<file path="src/rtl/regfile_write_sequencer.sv">
// regfile_write_sequencer
//   Write-side driver for the 7x8-bit register array. Write-back requests arrive
//   over a valid/ready handshake and are buffered in an in-order FIFO. The head is
//   issued as at most one register write per cycle on ce0..ce6 / di0..di6.
//   A pending-write bitmap is exported for read-after-write hazard checks in decode.
//
//   Optional feature macro: RF_WR_BYPASS_EN
//     defined   - a request accepted while the FIFO is empty skips the FIFO and goes
//                 straight to the output stage on the accept edge.
//     undefined - every request passes through the FIFO.
//
// Ports
//   clk       rising-edge clock
//   rst       synchronous active-high reset
//   wb_valid  write request valid
//   wb_addr   target register 0..7 (RO_REG and 7 are discarded with wr_err)
//   wb_data   write data
//   wb_ready  request accepted when wb_valid && wb_ready (combinational from state)
//   ce0..ce6  registered one-hot write enables to the array
//   di0..di6  registered write data to the array (all carry the same value)
//   pend      bit n set while a write to register n is buffered or on ce/di
//   level     FIFO occupancy
//   wr_err    one-cycle pulse when a write to RO_REG or address 7 is discarded
module regfile_write_sequencer #(
    parameter int unsigned DEPTH  = 4,
    parameter int unsigned RO_REG = 6
) (
    input  logic                         clk,
    input  logic                         rst,
    input  logic                         wb_valid,
    input  logic [2:0]                   wb_addr,
    input  logic [7:0]                   wb_data,
    output logic                         wb_ready,
    output logic                         ce0,
    output logic                         ce1,
    output logic                         ce2,
    output logic                         ce3,
    output logic                         ce4,
    output logic                         ce5,
    output logic                         ce6,
    output logic [7:0]                   di0,
    output logic [7:0]                   di1,
    output logic [7:0]                   di2,
    output logic [7:0]                   di3,
    output logic [7:0]                   di4,
    output logic [7:0]                   di5,
    output logic [7:0]                   di6,
    output logic [6:0]                   pend,
    output logic [$clog2(DEPTH+1)-1:0]   level,
    output logic                         wr_err
);

    localparam int unsigned AW = (DEPTH > 1) ? $clog2(DEPTH) : 1;
    localparam int unsigned LW = $clog2(DEPTH + 1);

    typedef struct packed {
        logic [2:0] addr;
        logic [7:0] data;
    } wb_entry_t;

    wb_entry_t       mem [DEPTH];
    logic [AW-1:0]   rd_ptr_q, wr_ptr_q, rd_ptr_d, wr_ptr_d;
    logic [LW-1:0]   level_q, level_d;
    logic [6:0]      ce_q, ce_d;
    logic [7:0]      di_q, di_d;
    logic [6:0]      pend_q, pend_d;
    logic            err_q, err_d;

    logic            push, pop, bypass, fifo_push, load;
    wb_entry_t       new_entry, sel, e;
    logic [AW-1:0]   idx;

    // Write-enable pattern for an address; RO_REG and 7 never produce an enable.
    function automatic logic [6:0] onehot(input logic [2:0] a);
        logic [6:0] r;
        r = '0;
        for (int unsigned n = 0; n < 7; n++) begin
            r[n] = (a == 3'(n)) && (n != RO_REG);
        end
        return r;
    endfunction

    assign wb_ready = (level_q != LW'(DEPTH));

    // Next-state: FIFO bookkeeping, output stage and pending bitmap.
    always_comb begin
        push      = wb_valid && wb_ready;
        pop       = (level_q != '0);
`ifdef RF_WR_BYPASS_EN
        bypass    = push && (level_q == '0);
`else
        bypass    = 1'b0;
`endif
        fifo_push = push && !bypass;
        new_entry = '{addr: wb_addr, data: wb_data};

        // pop and bypass are exclusive: bypass only happens when level is 0
        load = pop || bypass;
        sel  = pop ? mem[rd_ptr_q] : new_entry;

        ce_d  = load ? onehot(sel.addr) : 7'b0;
        di_d  = (ce_d != 7'b0) ? sel.data : di_q;
        err_d = load && (ce_d == 7'b0);

        rd_ptr_d = pop       ? rd_ptr_q + AW'(1) : rd_ptr_q;
        wr_ptr_d = fifo_push ? wr_ptr_q + AW'(1) : wr_ptr_q;

        level_d = level_q;
        if (fifo_push && !pop) begin
            level_d = level_q + LW'(1);
        end else if (!fifo_push && pop) begin
            level_d = level_q - LW'(1);
        end

        // Pending bitmap as it will be after this edge: next output stage plus
        // every entry that will still sit in the FIFO.
        pend_d = ce_d;
        idx    = '0;
        e      = '0;
        for (int unsigned i = 0; i < DEPTH; i++) begin
            idx = rd_ptr_d + AW'(i);
            e   = (fifo_push && (idx == wr_ptr_q)) ? new_entry : mem[idx];
            if (LW'(i) < level_d) begin
                pend_d = pend_d | onehot(e.addr);
            end
        end
    end

    // State registers; reset wins over every other event on the same edge.
    always_ff @(posedge clk) begin
        if (rst) begin
            rd_ptr_q <= '0;
            wr_ptr_q <= '0;
            level_q  <= '0;
            ce_q     <= '0;
            di_q     <= '0;
            pend_q   <= '0;
            err_q    <= 1'b0;
        end else begin
            rd_ptr_q <= rd_ptr_d;
            wr_ptr_q <= wr_ptr_d;
            level_q  <= level_d;
            ce_q     <= ce_d;
            di_q     <= di_d;
            pend_q   <= pend_d;
            err_q    <= err_d;
        end
    end

    // FIFO storage; contents are don't-care while level says the slot is empty.
    always_ff @(posedge clk) begin
        if (fifo_push) begin
            mem[wr_ptr_q] <= new_entry;
        end
    end

    assign {ce6, ce5, ce4, ce3, ce2, ce1, ce0} = ce_q;
    assign di0    = di_q;
    assign di1    = di_q;
    assign di2    = di_q;
    assign di3    = di_q;
    assign di4    = di_q;
    assign di5    = di_q;
    assign di6    = di_q;
    assign pend   = pend_q;
    assign level  = level_q;
    assign wr_err = err_q;

endmodule

</file>
<file path="config.mk">
export PLATFORM = sky130hd
export DESIGN_NAME = regfile_write_sequencer
export DESIGN_NICKNAME = d
export VERILOG_FILES = /design/src/rtl/regfile_write_sequencer.sv
export SDC_FILE = /design/constraint.sdc
export NUM_CORES = 1
export LEC_CHECK = 0
export BUFFER_PORTS_ARGS = -buffer_cell sky130_fd_sc_hd__buf_4
export CORE_UTILIZATION = 60
export CTS_CLUSTER_DIAMETER = 200
export DETAILED_ROUTE_END_ITERATION = 6
export PLACE_DENSITY_LB_ADDON = 0.12
export SLEW_MARGIN = 25
export SYNTH_ARGS = -nofsm -noshare
export SYNTH_HDL_FRONTEND = slang
export SYNTH_SLANG_ARGS = --single-unit
export TNS_END_PERCENT = 20
</file>
<file path="constraint.sdc">
create_clock -name clk -period 4.3 [get_ports clk]
set_input_delay 0.86 -clock clk [delete_from_list [all_inputs] [get_ports clk]]
set_output_delay 0.86 -clock clk [all_outputs]
set_load 0.005 [all_outputs]
</file>
== After elaboration in Yosys (flattened, before gate mapping) ==
Memory sizes are Yosys's and may differ from the RTL's. A register that Yosys moved wholly into a read port is not among the register bits.
Index checks and enable logic that the tools add are counted.

* Bitwise operators: 4
* Muxes and demuxes: 16
* Equality and inequality tests: 30
* Reductions and logical operators: 18
* Add/subtract/negate cells: 7
* Magnitude comparators: 4

{| class="wikitable"
|+ Operators by type and width
! kind !! count
|-
| $mux W11 || 5
|-
| $eq A3 B2 Y1 const B || 10
|-
| $eq A3 B3 Y1 const B || 10
|-
| $mux W7 || 4
|-
| $or A7 B6 Y7 || 3
|-
| $eq A3 B1 Y1 const B || 5
|-
| $logic_not A3 Y1 || 5
|-
| $eq A2 B2 Y1 || 4
|-
| $logic_and A1 B1 Y1 || 8
|-
| $logic_not A7 Y1 || 1
|-
| $reduce_bool A7 Y1 || 1
|-
| $add A2 B1 Y2 const B || 3
|-
| $lt A1 B3 Y1 const A || 2
|-
| $lt A2 B3 Y1 const A || 2
|-
| $mux W3 || 2
|-
| $mux W6 || 1
|-
| $or A6 B6 Y6 || 1
|-
| $add A2 B2 Y2 const B || 2
|-
| $mux W2 || 2
|-
| $add A3 B1 Y3 const B || 1
|-
| $ne A3 B3 Y1 const B || 1
|-
| $reduce_bool A3 Y1 || 1
|-
| $sub A3 B1 Y3 const B || 1
|-
| $logic_not A1 Y1 || 2
|-
| $mux W1 || 2
|}

* Memories: 1
* Output and inout port bits: 75
* Bits in registers: 30
* Bits in writable memories: 44
* Word-level logic and storage cells: 87

{| class="wikitable"
|+ Memories
! name !! depth !! width !! rd ports !! clocked after Yosys merged registers in !! write ports !! line !! source
|-
| mem || 4 || 11 || 5 || 1 || 1 || 61 || <nowiki>wb_entry_t mem [DEPTH];</nowiki>
|}

== Logic depth before layout (Yosys ltp) ==
* Depth after elaboration: 14
* Gate-level depth with buffers: 13
* Depth with buffers taken out: 10

== Worst setup path after synthesis ==
OpenSTA, ideal clock, no wires.

* Path kind: register -> register
* From: reg level_q[0], in the netlist level[0]
* To: reg pend_q[0], in the netlist pend[0]
* Arrival: 2.366 ns
* Stages on the path, launching flop included: 12
* Data required time: 4.165 ns
* Library setup time: 0.135 ns
* Setup slack: 1.799 ns
* Clock period less this slack: 2.501 ns
* Path buffers: 2
* Cell sequence: dfxtp_1 -> inv_1 -> ha_1 -> buf_2 -> clkbuf_1 -> and4b_1 -> nor3_1 -> o21a_1 -> a211oi_2 -> nor3b_2 -> nor4_1 -> o22ai_1

* Longest elaborated chain between the ends: 14
* Elaborated cells on any way between the ends: 47
* Those cells by class: 5 x add/sub; 4 x order compare; 5 x eq/ne; 13 x mux; 4 x bitwise; 15 x reduce/logical; 1 x memory

{| class="wikitable"
|+ RTL lines
! what !! line !! source
|-
| from (decl) || 63 || <nowiki>logic [LW-1:0] level_q, level_d;</nowiki>
|-
| from (signal assigned) || 142 || <nowiki>level_q <= level_d;</nowiki>
|-
| parallel branches: the longest is 13 deep, another holds $mem_v2 Z4 W11 || -- ||
|-
| $mux W7 * || 123 || <nowiki>if (LW'(i) < level_d) begin</nowiki>
|-
| to (signal assigned) || 145 || <nowiki>pend_q <= pend_d;</nowiki>
|-
| to (decl) || 66 || <nowiki>logic [6:0] pend_q, pend_d;</nowiki>
|}

Every way passes the cells marked *.
A chain may end at the register's enable or synchronous reset.

== Worst setup path in the final report ==
* From: reg level_q[2], in the netlist level[2]
* To: reg pend_q[0], in the netlist pend[0]

The elaborated chain is that of the path after synthesis.

==> results.py <==
metrics = {
    "routing": {
        "drtIter0Drc": 295,
        "drc_errors": 0,
        "top_layer_used": "met4",
        "dr.pass1.iters": 5,
        "wl_met3_um": 795,
        "wl_per_cell_um": 18.2,
        "wl_met1_mm": 4.54,
        "met2_length_mm": 4.86,
        "vias_per_cell": 6.31,
        "vias": 3630,
        "antenna_left": 0,
        "drt_wl_total_mm": 10.5,
    },
    "pwr": {
        "power_mw": 4.19,
        "vdd_drop_max_v": 0.000364,
        "p_per_area_nw_per_um2": 830,
        "p_leak_nw": 1.96,
    },
    "floorplanning": {
        "die_area_um2": 7890,
        "core_um2": 7250,
        "start_util": 0.623,
        "die_x_um": 88.8,
        "io_pins": 89,
        "die_h_um": 88.8,
        "rows": 31,
    },
    "sta": {
        "grt_setup_unrepaired": "no",
        "setup-violations-final": 0,
        "fmax_mhz": 299,
        "finalCriticalPeriod_ns": 3.35,
        "tns_ns": 0,
        "tightest_slew_ns": 1.02,
        "slew_violations": 0,
        "fin_ws_ns": 0.952,
        "hold_violations": 0,
        "maxSlewHeadroom": 0.319,
        "skew_ns": 0.0116,
        "fin_crit_sh": 0.779,
    },
    "cells_and_area": {
        "fill_cells": 532,
        "antenna_cells": 0,
        "layout-drive-gt1-share": 0.269,
        "area_delta_synth_final_pct": 11.6,
        "finalNetCount": 492,
    },
    "placement": {
        "io_buffers": 86,
        "pre_cts_slack_ns": 1.02,
        "place_congestion": 0.951,
        "dpl.hpwl_mm": 7.54,
    },
    "critical_path": {
        "crit_type": "reg2reg",
        "endpoint_kind": "flop",
        "critPathArrivalTime_ns": 3.56,
        "crit_slowest_cell": "a31oi_1",
        "cp_num_buf_inv": 0,
        "worstPathCellList": "and2b_1 -> a31oi_1 -> nor4_1 -> a22o_1 -> nor3b_1 -> nor4_1 -> o22ai_1",
        "required_ns": 4.51,
        "cp-start-kind": "flop",
        "critPathMaxStageDelay_ns": 0.94,
        "crit_fanout": 22,
        "crit_top_cell": "nor4_1",
        "crit_family": "compound AO/OA/AOI/OAI gates",
    },
    "clock_network": {
        "h-tree-depth": 3,
        "cts_setup_buffers": 0,
        "cts.sinks": 72,
        "clk_latency_ns": 0.35,
        "cts-buffers-inserted": 9,
        "ctsHoldBuffers": 0,
        "clkTransAtPathRegs_ns": 0.08,
        "cts_tree": "built",
        "cts_buffer_depth": 2,
        "cts_root_buffer": "clkbuf_8",
        "ctsResizeCount": 0,
    },
    "synth": {
        "synth_edf_count": 44,
        "ys_seq_area_frac": 0.416,
        "synth-async-reset-ratio": 0,
        "avgSynthCellArea_um2": 10.2,
        "synth_area_um2": 4520,
        "netlist-cell-type-count": 60,
        "ys_seq_elements": 72,
        "yosysWarnings": 0,
        "syn_inst": 443,
        "synth_ff_type": "edfxtp_1",
    },
    "status": {
        "status": "complete, no violations",
    },
    "global_routing": {
        "overflow": 0,
        "grt_max_degree": 29,
        "grt_pass1_vias": 3175,
        "grt_pass1_wl_mm": 16.1,
        "antenna_found_initial": 0,
        "grtUsageTotal": 0.278,
    },
    "flow_run": {
        "maxCapViolations": 0,
    },
    "min_path": {
        "hold_class": "reg2reg",
    },
}
[where the power goes]
part | internal (mW) | total, mW | switching [mW]
clock network | 0.278 | 0.557 | 0.279
logic | 1.17 | 2.61 | 1.44
registers | 0.866 | 1.03 | 0.159
[cell type report]
| class | count | area, um^2 | share of cell area |
|---|---|---|---|
| repair buffers | 92 | 703 | 0.139 |
| well taps | 99 | 124 | 0.0245 |
| flip-flops and latches | 72 | 1880 | 0.373 |
| clock buffers | 9 | 124 | 0.0245 |
| inverters | 12 | 45.0 | 0.00893 |
| multi-input cells | 284 | 2090 | 0.413 |
| clock inverters | 7 | 82.6 | 0.0164 |
[worst register-to-register path, stage by stage (launching register included)]
cell and delay [ns]:
dfxtp_1 0.69, and2b_1 0.53, a31oi_1 0.95, nor4_1 0.17, a22o_1 0.33, nor3b_1 0.16, nor4_1 0.26, o22ai_1 0.14
[cells by family (layout without fill, tap and decap cells)]
family | count (synthesis) | count (layout) | share of synthesized area
multiplexers | 26 | 26 | 0.0891
flip-flops | 72 | 72 | 0.416
AND/OR/NAND/NOR | 132 | 132 | 0.164
AO/OA/AOI/OAI | 110 | 110 | 0.173
adder cells (fa/ha/maj) | 7 | 7 | 0.0194
buffers and inverters | 88 | 120 | 0.124
XOR/XNOR | 7 | 7 | 0.0136
other | 1 | 2 | 0.000830
[sequential cells by signal, summed over array words and instances, names as in the netlist]
| name | count |
|---|---|
| ce_q | 6 |
| di0 | 8 |
| mem | 44 |
| wr_ptr_q | 2 |
| level | 3 |
| wr_err | 1 |
| rd_ptr_q | 2 |
| pend | 6 |
[synth_stat cells (all sizes together), types with 7 or more instances]
cell,instances,share of area
a21oi,11,0.012
ha,7,0.019
mux2i,14,0.031
nand3,11,0.012
and3,10,0.014
nand2,18,0.015
a31oi,10,0.014
mux4,11,0.055
edfxtp,44,0.29
o21ai,25,0.028
clkbuf,10,0.0083
inv,11,0.0091
dfxtp,28,0.12
buf,66,0.11
nor3,9,0.010
a32oi,16,0.031
nor2,34,0.028
nor2b,8,0.011
[cell usage in the layout, fill, tap and decap left out, types with 9 or more instances in the layout]
| cell | n |
|---|---|
| and3_1 | 10 |
| buf_4 | 91 |
| nor3_1 | 9 |
| nand2_1 | 18 |
| a32oi_1 | 16 |
| a31oi_1 | 10 |
| nand3_1 | 11 |
| edfxtp_1 | 44 |
| nor2_1 | 34 |
| o21ai_0 | 23 |
| mux4_2 | 11 |
| dfxtp_1 | 28 |
| a21oi_1 | 10 |
| inv_1 | 10 |
| mux2i_1 | 14 |
| clkbuf_8 | 9 |
[per-layer routing]
metal / track usage / vias up
met5: 0 / -
met4: 0.117 / 0
met3: 0.0662 / 26
met2: 0.433 / 194
met1: 0.374 / 1718
li1: - / 1692
[path summary, 6_finish.rpt]
| check | start | slack [ns] | end | depth (start not counted) |
|---|---|---|---|---|
| setup / recovery | level[2] | 0.95 | pend[0] | 7 |
| setup reg to reg | level[2] | 0.95 | pend[0] | 7 |
| hold / removal | di0[2] | 0.61 | di0[2] | 2 |
| hold reg to reg | di0[2] | 0.61 | di0[2] | 2 |
[metrics by stage]
| stage | instance area (um^2) | hold slack [ns] | utilization | cells |
|---|---|---|---|---|
| floorplan | 4520 | 0.576 | - | 444 |
| global placement | 4840 | 0.575 | 0.667 | 559 |
| detailed placement | 4840 | 0.600 | 0.667 | 559 |
| CTS | 5040 | 0.613 | 0.695 | 575 |
| global route | 5050 | 0.677 | 0.696 | 575 |
| finish | 5050 | 0.612 | 0.696 | 575 |
Note: power is estimated with default switching activity, not from simulation.
